<file path="src/rtl/gp_writeback_scheduler.sv">
// Writeback scheduler for the GPR file: owns the single write port, arbitrates
// ALU vs load writebacks, and tracks pending writes for decode hazard detection.
module gp_writeback_scheduler #(
    parameter int XLEN         = 32,
    parameter int NREG         = 32,
    parameter int STARVE_LIMIT = 4,
    localparam int IW          = $clog2(NREG),
    localparam int SW          = $clog2(STARVE_LIMIT + 1)
) (
    input  logic            clk,
    input  logic            rst_n,
    input  logic            issue_valid,
    input  logic [IW-1:0]   issue_rd,
    input  logic [IW-1:0]   src1_idx,
    input  logic [IW-1:0]   src2_idx,
    output logic            issue_ready,
    output logic            hazard,
    input  logic            alu_valid,
    input  logic [IW-1:0]   alu_rd,
    input  logic [XLEN-1:0] alu_data,
    output logic            alu_ready,
    input  logic            mem_valid,
    input  logic [IW-1:0]   mem_rd,
    input  logic [XLEN-1:0] mem_data,
    output logic            mem_ready,
    output logic            rf_write_enable,
    output logic [IW-1:0]   rf_write_idx,
    output logic [XLEN-1:0] rf_write_data,
    output logic [NREG-1:0] busy_out
);

    logic [NREG-1:0] busy_q, busy_d;
    logic [SW-1:0]   starve_q, starve_d;
    logic            wen_q, wen_d;
    logic [IW-1:0]   widx_q, widx_d;
    logic [XLEN-1:0] wdata_q, wdata_d;

    logic [NREG-1:0] clear_mask, set_mask, ebusy;
    logic            alu_nz, mem_nz, alu_win, mem_win;

    always_comb begin
        clear_mask = '0;
        if (wen_q) clear_mask = NREG'(1) << widx_q;
        // Same-cycle writes are forwarded by the register file.
        ebusy  = busy_q & ~clear_mask;
        hazard = issue_valid && (ebusy[src1_idx] || ebusy[src2_idx] || ebusy[issue_rd]);
        issue_ready = !hazard;
    end

    always_comb begin
        alu_nz  = alu_valid && (alu_rd != '0);
        mem_nz  = mem_valid && (mem_rd != '0);
        alu_win = alu_nz && (!mem_nz || (starve_q >= SW'(STARVE_LIMIT)));
        mem_win = mem_nz && !alu_win;
        // x0 requests are absorbed without touching the write port.
        alu_ready = alu_valid && ((alu_rd == '0) || alu_win);
        mem_ready = mem_valid && ((mem_rd == '0) || mem_win);
    end

    always_comb begin
        starve_d = starve_q;
        if (!alu_valid || alu_ready)
            starve_d = '0;
        else if (alu_nz && (starve_q < SW'(STARVE_LIMIT)))
            starve_d = starve_q + SW'(1);
    end

    always_comb begin
        wen_d   = 1'b0;
        widx_d  = widx_q;
        wdata_d = wdata_q;
        if (alu_win) begin
            wen_d   = 1'b1;
            widx_d  = alu_rd;
            wdata_d = alu_data;
        end else if (mem_win) begin
            wen_d   = 1'b1;
            widx_d  = mem_rd;
            wdata_d = mem_data;
        end
    end

    always_comb begin
        set_mask = '0;
        if (issue_valid && issue_ready) set_mask = NREG'(1) << issue_rd;
        // Set is OR'd after the clear so a colliding issue keeps the bit.
        busy_d    = (busy_q & ~clear_mask) | set_mask;
        busy_d[0] = 1'b0;
    end

    always_ff @(posedge clk or negedge rst_n) begin
        if (!rst_n) begin
            busy_q   <= '0;
            starve_q <= '0;
            wen_q    <= 1'b0;
            widx_q   <= '0;
            wdata_q  <= '0;
        end else begin
            busy_q   <= busy_d;
            starve_q <= starve_d;
            wen_q    <= wen_d;
            widx_q   <= widx_d;
            wdata_q  <= wdata_d;
        end
    end

    assign rf_write_enable = wen_q;
    assign rf_write_idx    = widx_q;
    assign rf_write_data   = wdata_q;
    assign busy_out        = busy_q;

endmodule
</file>
<file path="config.mk">
export PLATFORM = sky130hd
export DESIGN_NAME = gp_writeback_scheduler
export DESIGN_NICKNAME = d
export VERILOG_FILES = /design/src/rtl/gp_writeback_scheduler.sv
export SDC_FILE = /design/constraint.sdc
export NUM_CORES = 1
export LEC_CHECK = 0
export ABC_AREA = 1
export CAP_MARGIN = 10
export CELL_PAD_IN_SITES_DETAIL_PLACEMENT = 1
export CELL_PAD_IN_SITES_GLOBAL_PLACEMENT = 2
export CORE_AREA = 10 10 149 151
export CTS_CLUSTER_DIAMETER = 30
export CTS_CLUSTER_SIZE = 40
export DETAILED_ROUTE_END_ITERATION = 7
export DIE_AREA = 0 0 159 161
export GPL_TIMING_DRIVEN = 0
export PLACE_DENSITY_LB_ADDON = 0.1
export SLEW_MARGIN = 20
export SYNTH_ARGS = -nofsm -noshare
export SYNTH_HDL_FRONTEND = slang
export SYNTH_SLANG_ARGS = --single-unit
</file>
<file path="constraint.sdc">
create_clock -name clk -period 3.6 [get_ports clk]
set_clock_uncertainty 0.15 [all_clocks]
set_input_delay 0.36 -clock clk [delete_from_list [all_inputs] [get_ports clk]]
set_output_delay 0.36 -clock clk [all_outputs]
set_load 0.02 [all_outputs]
</file>
==> summary.md <==
| Metric | Value |
|---|---|
| Status | completed |
| Antenna Violating Nets Remaining | 0 |
| R2r worst-path depth | 17 |
| Period utilization | 0.9888 |
| CTS Buffer Depth | 2 |
| Min cycle time layout | 3560 ps |
| Die footprint | 25600 sq um |
| Total CTS buffers | 9 |
| #FFs+latches synth | 72 |
| Post-Layout Cell Count | around 1200 |
| Port bufs | 159 |
| Residual DRC | 0 |
| Vias in the first global route | 6279 |
| Most common cell on crit path | nand2_1 |
| Critical path launch point | rf_write_idx[3] |
| Die X | 159 um |
| Max-slew headroom | 0.5678 |
| Sequential share of the synthesized area | 0.3786 |
| Routed WL | 24600 um |
| Syn Inst Count | 719 |
| First-pass iteration count of the detailed router | 5 |
| I/O pin total | 168 |
| Most frequent cell after synthesis | nand2_1 |
| Number of synthesized flops with an enable pin | 0 |
| Final Max Tran Viols | 0 |
| DR iter-0 viols | 288 |
| Commonest cells post-synth | nand2_1 (226), nand3_1 (163), nor2_1 (85), dfrtp_1 (72), nand4_1 (37) |
| CP max stage delay | 600 ps |
| Leak | 3.162 nW |
| Root buf cell | clkbuf_16 |
| CTS tree | built |
| Synth area leaders | dfrtp_1 (38%), nand2_1 (18%), nand3_1 (17%) |
| Synthesized area per cell | 6.618 sq um |
| Crit Path Class | register to output pin |
| Top cell type by total area after synthesis | dfrtp_1 |
| RSZ-0062 raised after global routing | true |
| Final-report hold violation count | 0 |
| Worst Path Required | 3090 ps |
| Critical-path maximum fanout | 10 |
| Starting Density | 0.2477 |
| Setup violations, final | 0 |
| PD cells | 585.5 nW/um^2 |
| Final #Nets | 990 |
| Netlist Area Pre-Place | 4758 sq um |
| Antenna violations before repair | 0 |
| Startpoint Class | register |
| Clock Sink Count | 72 |
| Main synth FF type | dfrtp_1 |
| Slowest stage cell, crit path | clkdlybuf4s50_1 |
| Cells after DPL | 1144 |
| Fin worst setup slack | roughly 40 ps |
| WL/cell | between 20 and 25 um |
| Clock-pin slew on the worst setup and hold paths | 70 ps |
| Final Core Density | 0.3692 |
| Filler instances | 2411 |
| Critical Path AT | 3050 ps |
| Hold Path Depth | 1 |
| Global route overflow | 0 |
| Final Wtd Congestion | between 0.8 and 0.9 |
| Detail Placement HPWL | 20090 um |
| Core region area | 19210 sq um |
| Placed cell areas | 6699 sq um |
| Vias per cell | 4.974 |
| Maxcap violations | 0 |
| Total track usage | 0.1895 |
| Die H | 161 um |
| Area Growth Syn to Fin | 49.04% |
| H-tree Lvls | 3 |
| Largest net degree at the start of global routing | 44 |
| Worst slew pin tran | 648.4 ps |
| DP Worst Slack | -273.0 ps |
| Worst vdd ir | ~230 uV |
| Antenna diode count | 0 |
| Max frequency | 0.2809 GHz |
| Yosys cell types | 29 |
| Routed vias | between 5000 and 6000 |
| Yosys warnings | 0 |
| Syn nets | 814 |
| CP Capture Type | output pin |
| Hold WC Path Type | register to register |
| Synth top area share | 0.3786 |
| Post-route cell area | 7092 sq um |
| Worst R2R Start | rf_write_idx[0] |
| Row count | 51 |
| Worst-Skew Late Latency | approximately 350 ps |
| Layout cell share with drive strength beyond 1 | 0.08111 |
| Crit path cell chain | buf_4, buf_2, nand3_1, nand2_2, nand2_1, nand3_1, nand2_1, nand2_1, nand2_1, nand2_1, nor2_1, nor2_4, nand2_1, nand2_1, inv_1, clkdlybuf4s50_1 |
| Post-synth ARST share | 1.000 |
| First-pass GRT wire length | between 30000 and 40000 um |
| Hold Crit Start | starve_q[0] |
| Worst hold slack | slightly above 300 ps |
state kept, by name, summed over array words and instances, names as in the netlist:
register and cells:
rf_write_data 32, busy_out 31, rf_write_idx 5, starve_q 3
rf_write_enable 1
critical path: cells and delay by family (launching register included):
kind	cells	cell delay, ps
simple gates	12	1320
buf+inv	4	1010
flops	1	380
where the power goes:
part | switching [mW] | internal (mW)
logic | 1.17 | 0.782
clock network | 0.384 | 0.537
registers | 0.237 | 1.04
total | 1.79 | 2.36
cell type report:
class,instances,area [sq um],share of cell area
Sequential cell,72,1804,0.2544
Tap cell,265,331.6,0.04675
Inverter,40,150.1,0.02117
Clock buffer,11,232.7,0.03282
Clock inverter,5,57.56,0.008116
Timing Repair Buffer,166,1658,0.2338
Multi-Input combinational cell,565,2611,0.3682
Buffer,41,246.5,0.03476
stage by stage:
stage	total power, mW	setup TNS, ps
2_1_floorplan	2.176	0
3_3_place_gp	3.201	-71780
3_5_place_dp	3.222	-594.9
4_1_cts	4.166	-59.63
5_1_grt	4.401	-132.0
6_report	4.152	0
timing repair:
item	CTS	global route
endpoints found under the setup margin	4	4
hold buffers	1	0
buffers inserted	0	5
pin swaps	0	6
hold endpoints to repair	42	0
resized for setup	9	11
placed cells by master (no fill, tap or decap), types with 22 or more instances in the layout:
master and n:
dfrtp_1 70, nand3_1 161, clkdlybuf4s50_1 156, nand4_1 37, clkbuf_1 22, nand2_1 219
inv_1 32, nor2_1 84
per-layer routing:
metal / routed length, um / global-route usage
met1: 10070 / 0.2167
met5: 0 / 0
met3: 1876 / 0.06558
met2: 12030 / 0.3249
met4: 633 / 0.06234
cell families after synthesis:
| group | after synthesis | synth area share |
|---|---|---|
| XOR/XNOR | 1 | 0.001841 |
| flip-flops | 72 | 0.3786 |
| other | 1 | 0.0007881 |
| buffers and inverters | 82 | 0.08362 |
| adder cells (fa/ha/maj) | 1 | 0.002629 |
| AND/OR/NAND/NOR | 530 | 0.4933 |
| AO/OA/AOI/OAI | 32 | 0.03918 |
worst paths after layout:
kind                                   end  slack, ps
min in group asynchronous     busy_out[13]        420
max                                 hazard         40
min reg2reg                    starve_q[0]        300
min                            starve_q[0]        300
max in group asynchronous  rf_write_idx[1]       2250
max reg2reg                    busy_out[8]        730
(Power assumes the default switching activity.)
